`src/rtl/reset_sequencer.sv`:
```
// Lock-qualified clock enable and staggered multi-channel reset release with button restart.
// Optional button debounce is built when RESET_SEQUENCER_DEBOUNCE_EN is defined.
module reset_sequencer #(
  parameter int N_CH            = 3,
  parameter int LOCK_CYCLES     = 8,
  parameter int STEP_CYCLES     = 16,
  parameter int DEBOUNCE_CYCLES = 16
) (
  input  logic            clk,
  input  logic            rst,
  input  logic            locked,
  input  logic            btn,
  output logic            clk_en,
  output logic [N_CH-1:0] rst_out,
  output logic            ready,
  output logic            lock_err
);

  localparam int MAX_CYCLES = (LOCK_CYCLES > STEP_CYCLES) ? LOCK_CYCLES : STEP_CYCLES;
  localparam int CW         = $clog2(MAX_CYCLES + 1);
  localparam int CHW        = (N_CH > 1) ? $clog2(N_CH) : 1;

  localparam logic [CW-1:0]  LOCK_LAST = CW'(LOCK_CYCLES - 1);
  localparam logic [CW-1:0]  STEP_LAST = CW'(STEP_CYCLES - 1);
  localparam logic [CHW-1:0] LAST_CH   = CHW'(N_CH - 1);

  localparam logic [2:0] WAIT_LOCK = 3'd0;
  localparam logic [2:0] STABILIZE = 3'd1;
  localparam logic [2:0] CLK_ON    = 3'd2;
  localparam logic [2:0] RELEASE   = 3'd3;
  localparam logic [2:0] RUN       = 3'd4;
  localparam logic [2:0] HOLD      = 3'd5;

  logic locked_meta_reg, locked_s_reg;
  logic btn_meta_reg, btn_s_reg;
  logic btn_req;

  always_ff @(posedge clk or posedge rst) begin
    if (rst) begin
      locked_meta_reg <= 1'b0;
      locked_s_reg    <= 1'b0;
      btn_meta_reg    <= 1'b0;
      btn_s_reg       <= 1'b0;
    end else begin
      locked_meta_reg <= locked;
      locked_s_reg    <= locked_meta_reg;
      btn_meta_reg    <= btn;
      btn_s_reg       <= btn_meta_reg;
    end
  end

`ifdef RESET_SEQUENCER_DEBOUNCE_EN
  localparam int DW = $clog2(DEBOUNCE_CYCLES + 1);
  localparam logic [DW-1:0] DB_LAST = DW'(DEBOUNCE_CYCLES - 1);

  logic [DW-1:0] db_cnt_reg;
  logic          btn_req_reg;

  // The request flips only after a full run of samples at the opposite level.
  always_ff @(posedge clk or posedge rst) begin
    if (rst) begin
      db_cnt_reg  <= '0;
      btn_req_reg <= 1'b0;
    end else if (btn_s_reg != btn_req_reg) begin
      if (db_cnt_reg == DB_LAST) begin
        db_cnt_reg  <= '0;
        btn_req_reg <= btn_s_reg;
      end else begin
        db_cnt_reg <= db_cnt_reg + DW'(1);
      end
    end else begin
      db_cnt_reg <= '0;
    end
  end

  assign btn_req = btn_req_reg;
`else
  assign btn_req = btn_s_reg;
`endif

  logic [2:0]     state_reg, state_next;
  logic [CW-1:0]  cnt_reg, cnt_next;
  logic [CHW-1:0] ch_idx_reg, ch_idx_next;
  logic           clk_en_reg, clk_en_next;
  logic           ready_reg, ready_next;
  logic           lock_err_reg, lock_err_next;
  logic           set_all;
  logic           clr_en;
  logic [CHW-1:0] clr_idx;
  logic           lock_lost;

  assign lock_lost = !locked_s_reg &&
                     (state_reg == CLK_ON || state_reg == RELEASE ||
                      state_reg == RUN    || state_reg == HOLD);

  always_comb begin
    state_next    = state_reg;
    cnt_next      = cnt_reg;
    ch_idx_next   = ch_idx_reg;
    clk_en_next   = clk_en_reg;
    ready_next    = ready_reg;
    lock_err_next = lock_err_reg;
    set_all       = 1'b0;
    clr_en        = 1'b0;
    clr_idx       = ch_idx_reg;

    case (state_reg)
      WAIT_LOCK: begin
        clk_en_next = 1'b0;
        ready_next  = 1'b0;
        set_all     = 1'b1;
        if (locked_s_reg) begin
          state_next = STABILIZE;
          cnt_next   = '0;
        end
      end
      STABILIZE: begin
        if (!locked_s_reg) begin
          state_next = WAIT_LOCK;
          cnt_next   = '0;
        end else if (cnt_reg == LOCK_LAST) begin
          state_next  = CLK_ON;
          cnt_next    = '0;
          clk_en_next = 1'b1;
        end else begin
          cnt_next = cnt_reg + CW'(1);
        end
      end
      CLK_ON: begin
        if (cnt_reg == STEP_LAST) begin
          clr_en   = 1'b1;
          clr_idx  = '0;
          cnt_next = '0;
          if (N_CH == 1) begin
            state_next = RUN;
            ready_next = 1'b1;
          end else begin
            state_next  = RELEASE;
            ch_idx_next = CHW'(1);
          end
        end else begin
          cnt_next = cnt_reg + CW'(1);
        end
      end
      RELEASE: begin
        if (cnt_reg == STEP_LAST) begin
          clr_en   = 1'b1;
          clr_idx  = ch_idx_reg;
          cnt_next = '0;
          if (ch_idx_reg == LAST_CH) begin
            state_next = RUN;
            ready_next = 1'b1;
          end else begin
            ch_idx_next = ch_idx_reg + CHW'(1);
          end
        end else begin
          cnt_next = cnt_reg + CW'(1);
        end
      end
      RUN: begin
        if (btn_req) begin
          state_next = HOLD;
          cnt_next   = '0;
          ready_next = 1'b0;
          set_all    = 1'b1;
        end
      end
      HOLD: begin
        if (!btn_req) begin
          state_next = CLK_ON;
          cnt_next   = '0;
        end
      end
      default: begin
        state_next = WAIT_LOCK;
        cnt_next   = '0;
      end
    endcase

    // Losing lock once the clock is enabled overrides everything, including a button request.
    if (lock_lost) begin
      state_next    = WAIT_LOCK;
      cnt_next      = '0;
      ch_idx_next   = '0;
      clk_en_next   = 1'b0;
      ready_next    = 1'b0;
      lock_err_next = 1'b1;
      set_all       = 1'b1;
      clr_en        = 1'b0;
    end
  end

  always_ff @(posedge clk or posedge rst) begin
    if (rst) begin
      state_reg    <= WAIT_LOCK;
      cnt_reg      <= '0;
      ch_idx_reg   <= '0;
      clk_en_reg   <= 1'b0;
      ready_reg    <= 1'b0;
      lock_err_reg <= 1'b0;
    end else begin
      state_reg    <= state_next;
      cnt_reg      <= cnt_next;
      ch_idx_reg   <= ch_idx_next;
      clk_en_reg   <= clk_en_next;
      ready_reg    <= ready_next;
      lock_err_reg <= lock_err_next;
    end
  end

  genvar gi;
  generate
    for (gi = 0; gi < N_CH; gi++) begin : g_ch
      logic rst_bit_reg;

      always_ff @(posedge clk or posedge rst) begin
        if (rst) begin
          rst_bit_reg <= 1'b1;
        end else if (set_all) begin
          rst_bit_reg <= 1'b1;
        end else if (clr_en && (clr_idx == CHW'(gi))) begin
          rst_bit_reg <= 1'b0;
        end
      end

      assign rst_out[gi] = rst_bit_reg;
    end
  endgenerate

  assign clk_en   = clk_en_reg;
  assign ready    = ready_reg;
  assign lock_err = lock_err_reg;

endmodule
```
`config.mk`:
```
export PLATFORM = sky130hd
export DESIGN_NAME = reset_sequencer
export DESIGN_NICKNAME = d
export VERILOG_FILES = /design/src/rtl/reset_sequencer.sv
export SDC_FILE = /design/constraint.sdc
export NUM_CORES = 1
export LEC_CHECK = 0
export ABC_AREA = 0
export ABC_CLOCK_PERIOD_IN_PS = 4150
export CAP_MARGIN = 20
export CORE_ASPECT_RATIO = 1.4
export CORE_MARGIN = 3
export CORE_UTILIZATION = 59
export DETAILED_ROUTE_END_ITERATION = 10
export PLACE_DENSITY = 0.89
export SLEW_MARGIN = 20
export SYNTH_ARGS = -nofsm -noshare
export SYNTH_HDL_FRONTEND = slang
export SYNTH_SLANG_ARGS = --single-unit
```
`constraint.sdc`:
```
create_clock -name clk -period 4.15 [get_ports clk]
set_input_delay 0.83 -clock clk [delete_from_list [all_inputs] [get_ports clk]]
set_output_delay 0.83 -clock clk [all_outputs]
set_load 0.005 [all_outputs]
```
### Word level (Yosys, flattened, before mapping)

Index checks and enable logic that the tools add are counted.

* bits in registers: 20
* output and inout port bits: 6
* logic and storage cells: 103
* bits of input ports: 4

* reduce and logical (&&, ||, !) cells: 22
* add/sub/neg operators: 2
* muxes and demuxes: 46
* equal/unequal tests: 20

Operators with widths (number)
* $mux W5: 7
* $mux W3: 9
* $pmux W5 S5: 1
* $mux W1: 18
* $ne A3 B3 Y1 const B: 6
* $pmux W3 S6: 1
* $mux W2: 6
* $ne A3 B2 Y1 const B: 3
* $reduce_and A4 Y1: 2
* $reduce_and A7 Y1: 1
* $eq A3 B2 Y1 const B: 2
* $eq A3 B3 Y1 const B: 2
* $reduce_and A3 Y1: 2
* $reduce_bool A2 Y1: 3
* $reduce_bool A3 Y1: 2
* $add A5 B1 Y5 const B: 1
* $eq A5 B3 Y1 const B: 1
* $eq A5 B4 Y1 const B: 1
* $eq A2 B2 Y1 const B: 2
* $logic_and A1 B1 Y1: 4
* $ne A4 B4 Y1 const B: 1
* $pmux W1 S2: 2
* $pmux W2 S2: 1
* $reduce_bool A4 Y1: 1
* other kinds (9): 11

### Depth between registers and ports, before layout

* word-level depth: 9
* mapped depth: 8
* mapped depth without buffers: 8

### Worst setup path before layout

OpenSTA, ideal clock, no wires.

* path type: register to register
* start point: register cnt_reg[0]
* end point: register state_reg[0]
* required time: 4022 ps
* arrival: 1731 ps
* path slack: 2291 ps
* buffers on the path: 0
* library setup time: 128 ps
* clock period less this slack: 1859 ps
* stages on the path, launching flop included: 9
* cell sequence: dfrtp_1 ha_1 nand3_1 inv_1 ha_1 inv_1 o211ai_1 nor3b_2 mux2_1

* word-level cells in the longest chain between the ends: 3
* elaborated cells on any way between the ends: 6
* classes of those cells: 5 x eq/ne; 1 x reduce/logical

Ends and longest elaborated chain
* start, declared: line 82 `logic [CW-1:0] cnt_reg, cnt_next;`
* start signal, assigned: line 203 `cnt_reg <= cnt_next;`
* $eq A5 B3 Y1 or $eq A5 B4 Y1 (tied branches): line 121, 130, 146
* $ne A4 B4 Y1 (no source line) or $ne A3 B2 Y1 (tied branches)
* $reduce_and A7 Y1 (no source line) *
* end signal, assigned: line 202 `state_reg <= state_next;`
* end, declared: line 81 `logic [2:0] state_reg, state_next;`

Every way passes the cells marked *; elsewhere a longest branch is shown, timed or not.
A chain may end at the register's enable or synchronous reset.

### Worst setup path after layout

* start point: register g_ch[2].rst_bit_reg
* end point: output port rst_out[2]

RTL lines
* start, declared: line 214 `logic rst_bit_reg;`
* start signal, assigned: line 218 `rst_bit_reg <= 1'b1;`
* start signal, assigned: line 220 `rst_bit_reg <= 1'b1;`
* start signal, assigned: line 222 `rst_bit_reg <= 1'b0;`
* end, declared: line 14 `output logic [N_CH-1:0] rst_out,`

No word-level cell between the ends.

==> results.json <==
{
  "ys_ff_latch": 20,
  "gp_congestion": 0.9040,
  "setup_viol": 0,
  "synth.area.top_cells": "dfrtp_1 (39%), dfstp_2 (7.2%), ha_1 (4.6%)",
  "wire_per_inst_um": 16.57,
  "synth_cell_types": 43,
  "vias_per_cell": 6.434,
  "clk_latency_ps": 300,
  "cts_sinks": 20,
  "fill_cells": 126,
  "yosysSeqAreaShare_pct": 46.00,
  "fp.dieH_um": 57,
  "fin_area_sq_um": 1192,
  "num_rows": 17,
  "io_pins": 10,
  "netlist.area_leader.share_pct": 38.81,
  "largest_reg_flops": 5,
  "crit_chain": "clkdlybuf4s50_1",
  "chipWidth_um": 42.43,
  "hold_class": "reg -> reg",
  "p_leak_nw": 0.4934,
  "startpoint_type": "register",
  "crit_buf_inv": 1,
  "synth-edff-count": 0,
  "fmax_ghz": 0.4581,
  "hold_buffers": 0,
  "avgSynthCellArea_sq_um": 9.874,
  "cts_tree": "yes",
  "dr.pass1.iters": 4,
  "dr_total_vias": 875,
  "gr-usage-all-layers_pct": 22.10,
  "grt_pass1_wl_um": 3995,
  "slowest_stage": "dfstp_2",
  "crit_fanout": 2,
  "fin_total_pwr_mw": 0.5555,
  "fin_crit_sh_pct": 52.60,
  "path_delay_family": "flip-flops",
  "nNetsFinal": 126,
  "syn_nets": 119,
  "n_antenna_cell": 0,
  "async_flop_share_pct": 100.0,
  "clkSlewWorstSetupHoldPaths_ps": 100,
  "synth_area_sq_um": 1096,
  "antenna_found_initial": 0,
  "cts_inserted_buffers": 3,
  "seq_area_sq_um": 504.2,
  "tns_ps": 0,
  "core_sq_um": 1659,
  "ir_drop_mv": 0.3429,
  "multi_input_area_sq_um": 518.0,
  "final_common_cell": "dfrtp_1",
  "grt_overflow": 0,
  "drtIter0Drc": 29,
  "cp.depth": 1,
  "min_path_cells": 0,
  "worst_pin_slew_ps": 731.6,
  "wl_um": 2253,
  "slew_viol_final": 0,
  "cp.arrival_ps": 1350,
  "htreeDepth": 1,
  "worstPathRequired_ps": 3320,
  "powerDensity_nw_per_um2": 465.9,
  "grt_max_degree": 21,
  "min_period_ps": 2183,
  "clk_path_buf_depth": 2,
  "fin_util_pct": 71.87,
  "slew_headroom_pct": 51.17,
  "placed_area_sq_um": 1166,
  "cap_viol_max_count": 0,
  "ys.warnings.count": 0,
  "drc_errors": 0,
  "critPathKind": "reg -> out",
  "r2r_cells": 8,
  "cpPeakStageDelay_ps": 550,
  "synthCells": 111,
  "status": "finished clean",
  "cp-end-kind": "primary output",
  "grt_setup_unrepaired": "no",
  "start_util_pct": 66.06,
  "clockRootBuffer": "clkbuf_4",
  "cts_setup_buffers": 0,
  "yosys.area.top_type": "dfrtp_1",
  "cts_resized": 0,
  "numPortBuffers": 9,
  "final-hold-violation-count": 0,
  "drive_gt1_share_pct": 9.402,
  "grt_pass1_vias": 890,
  "dpl.hpwl_um": 1630,
  "areaGrowthSynthToFinish_pct": 8.790,
  "dieArea_sq_um": 2418,
  "ant_nets": 0,
  "final_cell_mix": "dfrtp_1 (17), nor2_1 (9), clkdlybuf4s50_1 (9)",
  "ys.flop_type": "dfrtp_1",
  "skew_ps": 2.000
}
## path summary, 6_finish.rpt
check,startpoint,to,slack [ps]
max,g_ch[2].rst_bit_reg$_DFFE_PP1P_,rst_out[2],1970
min reg2reg,locked_meta_reg$_DFF_PP0_,locked_s_reg$_DFF_PP0_,360
max in group asynchronous,rst,ch_idx_reg[1]$_DFFE_PP0P_,2750
max reg2reg,cnt_reg[0]$_DFFE_PP0P_,state_reg[0]$_DFFE_PP0P_,2000
min,locked_meta_reg$_DFF_PP0_,locked_s_reg$_DFF_PP0_,360
min in group asynchronous,rst,lock_err$_DFFE_PP0N_,940
## final cells by class
class | instances | area share [%]
clock buffers | 4 | 2.204
repair buffers | 9 | 7.555
flip-flops and latches | 20 | 42.29
well taps | 19 | 1.994
multi-input cells | 76 | 43.44
inverters | 8 | 2.518
## metal layers
metal / routed length [um] / global-route usage [%]
met1: 892 / 24.59
met2: 1219 / 37.47
met3: 74 / 4.101
met4: 67 / 15.11
met5: 0 / 0
## Yosys cell counts, drive strengths merged, types with 2 or more instances
library cell	instances
o22ai	2
nor4b	2
ha	4
nand2b	4
nand2	7
a32o	2
mux2	2
dfrtp	17
nand3	4
o21a	2
dfstp	3
a21oi	2
nor2	9
o21ai	7
nor3b	2
buf	6
inv	8
a21boi	2
a21o	3
nor2b	4
a31oi	2
## where the power goes
group	internal, mW	switching, mW	total (mW)
Clock	0.0375	0.0566	0.0941
Sequential	0.222	0.0515	0.273
Combinational	0.0832	0.105	0.188
## stage by stage
stage | cells | hold WS (ps) | setup WS [ps]
final | 136 | 363.8 | 1967
after detailed placement | 132 | 341.8 | 2028
after global routing | 136 | 374.3 | 1787
after CTS | 136 | 366.3 | 1961
after global placement | 132 | 333.7 | 2177
after floorplan | 111 | 331.2 | 2291
## cells by family (layout without fill, tap and decap cells)
group,count (synthesis),after routing,share of synthesized area (%)
and+or+nand+nor,40,40,21.35
AOI/OAI and AO/OA,29,29,18.38
DFF,20,20,46.01
buffers and inverters,15,21,6.735
adders and majority gates,5,5,5.480
muxes,2,2,2.055
Note: power is estimated with default switching activity, not from simulation.
